File: src/rtl/table_port_arbiter.sv
// table_port_arbiter
//   Shares one port of a single-clock table memory (1-cycle registered read)
//   among NUM_REQ requesters. Round-robin arbitration with a bounded burst
//   hold, a registered command stage towards the memory, and read-response
//   routing back to the requester that issued the read.
//
// Ports
//   clk, rst          clock, synchronous active-high reset
//   arb_en            1 = arbitrate, 0 = no new accepts (in-flight ops finish)
//   req_vld/req_rdy   per-requester handshake, req_rdy one-hot or zero
//   req_we            per-requester write flag (0 = read)
//   req_addr          packed addresses, requester i at [i*ADDR_W +: ADDR_W]
//   req_wdata         packed write data, requester i at [i*DATA_W +: DATA_W]
//   rsp_vld           one-hot read-data valid, 2 cycles after the read accept
//   rsp_data          read data shared by all requesters
//   mem_en/mem_we     memory enable / write enable
//   mem_addr/wdata    memory address / write data
//   mem_rdata         memory read data, valid 1 cycle after a read command
//   busy              command or read response in flight
module table_port_arbiter #(
    parameter int NUM_REQ   = 3,
    parameter int ADDR_W    = 5,
    parameter int DATA_W    = 32,
    parameter int MAX_BURST = 4
) (
    input  logic                        clk,
    input  logic                        rst,
    input  logic                        arb_en,
    input  logic [NUM_REQ-1:0]          req_vld,
    output logic [NUM_REQ-1:0]          req_rdy,
    input  logic [NUM_REQ-1:0]          req_we,
    input  logic [NUM_REQ*ADDR_W-1:0]   req_addr,
    input  logic [NUM_REQ*DATA_W-1:0]   req_wdata,
    output logic [NUM_REQ-1:0]          rsp_vld,
    output logic [DATA_W-1:0]           rsp_data,
    output logic                        mem_en,
    output logic                        mem_we,
    output logic [ADDR_W-1:0]           mem_addr,
    output logic [DATA_W-1:0]           mem_wdata,
    input  logic [DATA_W-1:0]           mem_rdata,
    output logic                        busy
);

    localparam int OW = (NUM_REQ > 1) ? $clog2(NUM_REQ) : 1;
    localparam logic [3:0] MAX_B = 4'(MAX_BURST);
    localparam logic [OW-1:0] LAST_REQ = OW'(NUM_REQ - 1);

    logic [OW-1:0] owner;
    logic [3:0]    burst_cnt;
    logic [OW-1:0] grant;
    logic          grant_vld;

    logic          p0_vld;
    logic [OW-1:0] p0_id;
    logic          p1_vld;
    logic [OW-1:0] p1_id;

    // burst_cnt == 0 means no burst is in progress (after reset or an idle
    // cycle), so the search starts one past the owner. A lone valid owner is
    // still found because the search wraps back onto it last.
    always_comb begin
        int idx;
        grant_vld = 1'b0;
        grant     = owner;
        idx       = 0;
        if (arb_en) begin
            if (req_vld[owner] && (burst_cnt != 4'd0) && (burst_cnt < MAX_B)) begin
                grant_vld = 1'b1;
                grant     = owner;
            end else begin
                for (int k = 1; k <= NUM_REQ; k++) begin
                    idx = (int'(owner) + k) % NUM_REQ;
                    if (!grant_vld && req_vld[idx]) begin
                        grant_vld = 1'b1;
                        grant     = OW'(idx);
                    end
                end
            end
        end
    end

    always_comb begin
        req_rdy = '0;
        if (grant_vld) begin
            req_rdy[grant] = 1'b1;
        end
    end

    always_ff @(posedge clk) begin
        if (rst) begin
            owner     <= LAST_REQ;
            burst_cnt <= 4'd0;
        end else if (grant_vld) begin
            if (grant == owner && burst_cnt != 4'd0) begin
                burst_cnt <= (burst_cnt < MAX_B) ? burst_cnt + 4'd1 : MAX_B;
            end else begin
                owner     <= grant;
                burst_cnt <= 4'd1;
            end
        end else begin
            burst_cnt <= 4'd0;
        end
    end

    // Command stage: address and data hold their last values when idle.
    always_ff @(posedge clk) begin
        if (rst) begin
            mem_en    <= 1'b0;
            mem_we    <= 1'b0;
            mem_addr  <= '0;
            mem_wdata <= '0;
        end else if (grant_vld) begin
            mem_en    <= 1'b1;
            mem_we    <= req_we[grant];
            mem_addr  <= req_addr[int'(grant)*ADDR_W +: ADDR_W];
            mem_wdata <= req_wdata[int'(grant)*DATA_W +: DATA_W];
        end else begin
            mem_en <= 1'b0;
            mem_we <= 1'b0;
        end
    end

    // Read pipeline: stage 0 lines up with the memory command, stage 1 with
    // the memory's registered read data.
    always_ff @(posedge clk) begin
        if (rst) begin
            p0_vld <= 1'b0;
            p0_id  <= '0;
            p1_vld <= 1'b0;
            p1_id  <= '0;
        end else begin
            p0_vld <= grant_vld && !req_we[grant];
            p0_id  <= grant;
            p1_vld <= p0_vld;
            p1_id  <= p0_id;
        end
    end

    always_comb begin
        rsp_vld = '0;
        if (p1_vld) begin
            rsp_vld[p1_id] = 1'b1;
        end
    end

    assign rsp_data = mem_rdata;
    assign busy     = mem_en | p0_vld | p1_vld;

endmodule
File: config.mk
export PLATFORM = sky130hd
export DESIGN_NAME = table_port_arbiter
export DESIGN_NICKNAME = d
export VERILOG_FILES = /design/src/rtl/table_port_arbiter.sv
export SDC_FILE = /design/constraint.sdc
export NUM_CORES = 1
export LEC_CHECK = 0
export BUFFER_PORTS_ARGS = -buffer_cell sky130_fd_sc_hd__buf_2
export CAP_MARGIN = 20
export CORE_ASPECT_RATIO = 0.7
export CORE_UTILIZATION = 44
export CTS_CLUSTER_SIZE = 10
export DETAILED_ROUTE_END_ITERATION = 8
export PLACE_DENSITY = 0.87
export SLEW_MARGIN = 20
export SYNTH_ARGS = -nofsm -noshare
export SYNTH_HDL_FRONTEND = slang
export SYNTH_SLANG_ARGS = --single-unit
File: constraint.sdc
create_clock -name clk -period 5.6 [get_ports clk]
set_clock_uncertainty 0.2 [all_clocks]
set_input_delay 1.12 -clock clk [delete_from_list [all_inputs] [get_ports clk]]
set_output_delay 1.12 -clock clk [all_outputs]
set_load 0.1 [all_outputs]
# Yosys cells after proc, flatten, opt, wreduce, memory -nomap -nowiden
# Index checks and enable logic that the tools add are counted.
[op_classes]
n_reduce_logical = 16
eq_ne = 1
order_cmp = 9
multipliers = 1
n_shift = 2
bitwise = 5
mux = 36
addsub = 4
n_div = 3
[ops]
columns = ["operator", "n"]
rows = [
  ["$lt A32 B4 Y1 const B", 3],
  ["$mod A32 B3 Y32 const B", 3],
  ["$shiftx A96 B8 Y32", 1],
  ["$mux W1", 21],
  ["$shiftx A15 B6 Y5", 1],
  ["$bmux W1 S2", 5],
  ["$mux W2", 5],
  ["$lt A2 B3 Y1 const B", 3],
  ["$mux W3", 3],
  ["$logic_and A1 B1 Y1", 8],
  ["$add A2 B2 Y3 const B", 2],
  ["$mul A2 B3 Y5 const B", 1],
  ["$add A4 B1 Y4 const B", 1],
  ["$demux W1 S2", 2],
  ["$ge A2 B1 Y1 const B", 2],
  ["$lt A4 B3 Y1 const B", 1],
  ["$reduce_bool A4 Y1", 1],
  ["$reduce_or A4 Y1", 1],
  ["$add A2 B1 Y3 const B", 1],
  ["$logic_not A1 Y1", 3],
  ["$not A1 Y1", 3],
  ["$reduce_or A3 Y1", 1],
  ["$eq A2 B2 Y1", 1],
  ["$or A1 B1 Y1", 2],
  ["2 further kinds", 2],
]
[word_totals]
memories = 0
mem_bits_rw = 0
latch_bits = 0
rom_bits = 0
output_inout_bits = 78
wordCells = 89
regBits = 51

# Longest topological paths before layout
[logic_depth]
ltp_word = 23
depth_mapped = 12

# Worst setup path before layout
# OpenSTA, ideal clock, no wires.
[synth_path]
path_type = "in2out"
start = "input port req_vld[2]"
end = "output port req_rdy[0]"
setup_slack_ns = 0.541
path_stages = 7
path_buffers = 1
arrival_ns = 3.739
path_cell_list = "a22o_1 nor4_1 nor4b_2 o22ai_2 nor2b_1 buf_2 nor2b_1"
[synth_between]
elab_chain_cells = 21
word_cells_on_any_way = 37
classes_between = "order compare: 2; mux: 28; reduce/logical: 7"
[synth_rtl]
columns = ["item", "line_no", "source"]
rows = [
  ["start, declared", "29", "input logic [NUM_REQ-1:0] req_vld,"],
  ["$bmux W1 S2", "73", "if (!grant_vld && req_vld[idx]) begin"],
  ["$mux W1 (implied by the code) (2 in a row)", "73", ""],
  ["$mux W1", "73", ""],
  ["$mux W1", "67", "if (req_vld[owner] && (burst_cnt != 4'd0) && (burst_cnt < MAX_B)) begin"],
  ["$mux W1", "66", "if (arb_en) begin"],
  ["$logic_not A1 Y1", "73", ""],
  ["$logic_and A1 B1 Y1", "73", ""],
  ["$mux W1", "73", ""],
  ["(+4 left out)", "--", ""],
  ["$mux W2", "73", ""],
  ["$mux W2", "67", ""],
  ["$mux W2", "66", ""],
  ["$lt A2 B3 Y1 (implied by the code) / $ge A2 B1 Y1 (equally long branches)", "85", "req_rdy[grant] = 1'b1;"],
  ["$logic_and A1 B1 Y1 (implied by the code)", "85", ""],
  ["$mux W1 (implied by the code)", "85", ""],
  ["$demux W1 S2", "85", ""],
  ["$mux W3 *", "84", "if (grant_vld) begin"],
  ["end, declared", "30", "output logic [NUM_REQ-1:0] req_rdy,"],
]
# Mark *: on every way between the ends. The rest lies on a longest branch, timed or not. The select of a mux whose other input is x is not followed.

# Worst setup path after layout
[layout_path]
start = "register owner[1]"
end = "output port req_rdy[1]"
[layout_between]
elab_chain_cells = 23
word_cells_on_any_way = 43
classes_between = "add/sub: 3; div: 3; order compare: 2; mux: 28; reduce/logical: 7"
[layout_rtl]
columns = ["item", "line_no", "source"]
rows = [
  ["start, declared", "48", "logic [OW-1:0] owner;"],
  ["start signal, assigned", "97", "owner <= grant;"],
  ["$add A2 B1 Y3", "72", "idx = (int'(owner) + k) % NUM_REQ;"],
  ["$mod A32 B3 Y32", "72", ""],
  ["$bmux W1 S2", "73", ""],
  ["$mux W1 (implied by the code) (2 in a row)", "73", ""],
  ["$mux W1", "73", ""],
  ["$mux W1", "67", ""],
  ["$mux W1", "66", ""],
  ["$logic_not A1 Y1", "73", ""],
  ["(+6 left out)", "--", ""],
  ["$mux W2", "73", ""],
  ["$mux W2", "67", ""],
  ["$mux W2", "66", ""],
  ["$lt A2 B3 Y1 (implied by the code) / $ge A2 B1 Y1 (equally long branches)", "85", ""],
  ["$logic_and A1 B1 Y1 (implied by the code)", "85", ""],
  ["$mux W1 (implied by the code)", "85", ""],
  ["$demux W1 S2", "85", ""],
  ["$mux W3 *", "84", ""],
]
# Marks and branches as above.

==> metrics.txt <==
RD Place Congestion=0.863; register area=0.00102 mm^2; Multi-input gate area=0.00160 mm^2; Starting DRT DRC Count=137; Setup crit end kind=output pin; Die Area=0.00721 mm^2; Synth area leaders=dfxtp_1 34%, mux2i_1 11%, a22oi_1 9.2%; CTS buffer count=5; row cnt=24; TNS Setup=0 ns; fin nets=616; syn avg cell area=8.89 um^2; Synth Area in Compound Gates=26.8%; max cap viols=0; Max clock buf depth=2; Final HPWL DP=6850 um; vias=3081; Clock Sinks=51; Routed Antenna Nets=0; adder-cell share of the synthesized area=1.66%; clock transition at the registers of the reported paths=0.09 ns; Tcrit/Tclk final=84.0%; Initial Util=47.0%; post-route design area=0.00373 mm^2; HP Class=register to register; mapped cell area=0.00302 mm^2; first-pass GRT wire length=13300 um; final count of negative-setup-slack endpoints=0; Synth top cells by count=51 x dfxtp_1, 37 x a22oi_1, 35 x buf_4; sw frac=51.2%; XOR/XNOR Fraction of Synth Area=0%; main combinational cell family by area after synthesis=compound AO/OA/AOI/OAI gates; Max VDD drop=0.238 mV; Die Ht=71.4 um; Worst-Margin Slew=1.08 ns; Synth Area in Simple Gates=13.4%; Synth top area share=33.8%; Port Buffers=165; Synth cell types=51; Synth area leader=dfxtp_1; Power, Total=0.00149 W; largest net degree at the start of global routing=29; register bit total from synthesis=51; WL final=8650 um; crit start category=register; CTS resizes=0; Synth Flop Type=dfxtp_1; antenna cells=0; power per cell area=399 mW/mm^2; clk root buf=clkbuf_8; arrival time at the worst endpoint=3.38 ns; WHS=0.239 ns; Comb pwr share=54.2%; top-count cell post-synth=dfxtp_1; core area=0.00643 mm^2; Clk network pwr share=15.2%; FFs w/ async S/R, synth=0%; Post-synth EDFFs=0; die width=101 um; Psw=0.000761 W; fmax=0.213 GHz; unrepaired setup endpoints after global routing=no; CTS tree=built; sequential area share after synthesis=33.8%; drt via density=5.58; Post-Syn Nets=496; FILL cells=575; Leak=1.75 nW; share of cells above drive strength 1=40.6%; Power Internal=0.000726 W; H-tree levels=2; mux cell area share after synthesis=10.9%; Total Routing Usage GR=23.4%; I/O pins=230; area grow syn2layout=23.5%; Worst EP required=4.28 ns; DRC=0; Slew HR=28.0%; Final Critical Period=4.70 ns; Flop pwr share=30.5%; Worst Path Max Fanout=13; Synth warnings=0; number of hold buffers added after cts=0; slowest CP cell=dfxtp_1; kind of critical path=register to output pin; post-CTS setup buffers=0; Final Slew Violations=0; WL/cell=15.7 um; vias in the first global route=2869; biggest cell delay along the critical path=0.44 ns; status=completed; Placement Cell Area=0.00363 mm^2; DRT Pass-1 Iters=4; worst-skew pair later-pin latency=0.29 ns; initial antenna violation count=0; crit-path cells=inv_1, ha_1, a22o_1, nor4_1, nor4b_2, o22ai_2, nor2b_1, buf_4, and2_1, buf_2; final hold viol count=0; post-synthesis cell count=340; aggregate global routing overflow=0
[routing by layer]
| layer | share of wire (%) | GRT usage (%) | up-vias |
|---|---|---|---|
| li1 | - | - | 1455 |
| met1 | 40 | 28.8 | 1410 |
| met2 | 49 | 39.7 | 188 |
| met3 | 9.8 | 6.93 | 28 |
| met4 | 1.7 | 7.09 | 0 |
| met5 | 0 | 0 | - |
[cell type report]
class                      count  share of cell area [%]
tap                           91                    3.05
clock buffer                   7                    2.58
timing repair buffer         168                    23.1
clock inverter                 1                   0.201
sequential                    51                    27.4
multi-input combinational    226                    42.9
inverter                       8                   0.805
[worst paths after layout]
check                               from       endpoint  slack [ns]  depth (start not counted)
worst min-delay path            p0_id[0]       p1_id[0]        0.24                          1
worst max-delay path            owner[1]     req_rdy[1]        0.90                         10
worst max register to register  owner[1]  mem_wdata[28]        1.85                          9
worst min register to register  p0_id[0]       p1_id[0]        0.24                          1
[layout by cell type, fill, tap and decap left out, types with 2 or more instances in the layout]
cell | synthesis | final
ha_1 | 4 | 4
and3_1 | 9 | 9
nor3b_1 | 2 | 2
nor2_1 | 8 | 8
buf_4 | 35 | 3
nand2b_1 | 5 | 5
inv_2 | 2 | 2
o21a_1 | 2 | 2
or3_1 | 4 | 4
a21oi_1 | 15 | 15
a21o_1 | 2 | 2
nand3_1 | 2 | 2
clkbuf_8 | 0 | 7
a22oi_1 | 37 | 37
dfxtp_1 | 51 | 51
nor3_1 | 5 | 5
nand2_1 | 10 | 9
and2_1 | 2 | 2
buf_2 | 9 | 164
nor2b_1 | 5 | 5
a21boi_0 | 9 | 9
and3b_1 | 2 | 2
mux2i_1 | 33 | 33
o21ai_1 | 24 | 24
o211ai_1 | 3 | 3
nor4bb_1 | 2 | 2
a221oi_2 | 2 | 2
o21ai_0 | 19 | 19
inv_1 | 6 | 6
[metrics by stage]
| step | instances | utilization (%) | setup WS [ns] |
|---|---|---|---|
| final | 552 | 58.1 | 0.898 |
| after global routing | 552 | 58.1 | 0.705 |
| after CTS | 552 | 58.1 | 0.947 |
| after detailed placement | 544 | 56.5 | 1.02 |
| after global placement | 544 | 56.5 | 1.04 |
| after floorplan | 340 | - | 0.541 |
[critical path: cells and delay by family (launching register included)]
family	cells	cell delay, ns
buffers and inverters	3	0.79
AND/OR/NAND/NOR	4	0.76
AO/OA/AOI/OAI	2	0.70
flip-flops	1	0.44
adder cells (fa/ha/maj)	1	0.38
[power groups by stage]
stage | logic, W | registers (W) | clock network, W
2_1_floorplan | 0.000403 | 0.000818 | 0
3_3_place_gp | 0.000789 | 0.000459 | 0
3_5_place_dp | 0.000805 | 0.000461 | 0
4_1_cts | 0.000805 | 0.000453 | 0.000235
5_1_grt | 0.000847 | 0.000461 | 0.000250
6_report | 0.000807 | 0.000454 | 0.000227
[flip-flops by register name, summed over array words and instances, names as in the netlist]
name,cells
p1_vld,1
mem_wdata,32
p0_id,2
burst_cnt,4
mem_addr,5
mem_we,1
p1_id,2
owner,2
mem_en,1
p0_vld,1
[cells by family (layout without fill, tap and decap cells)]
group,after synthesis,in the layout
AO/OA/AOI/OAI,122,122
adder cells (fa/ha/maj),4,4
buffers and inverters,63,184
flip-flops,51,51
multiplexers,33,33
other,1,1
AND/OR/NAND/NOR,66,66
Power figures use the tool's default switching activity.
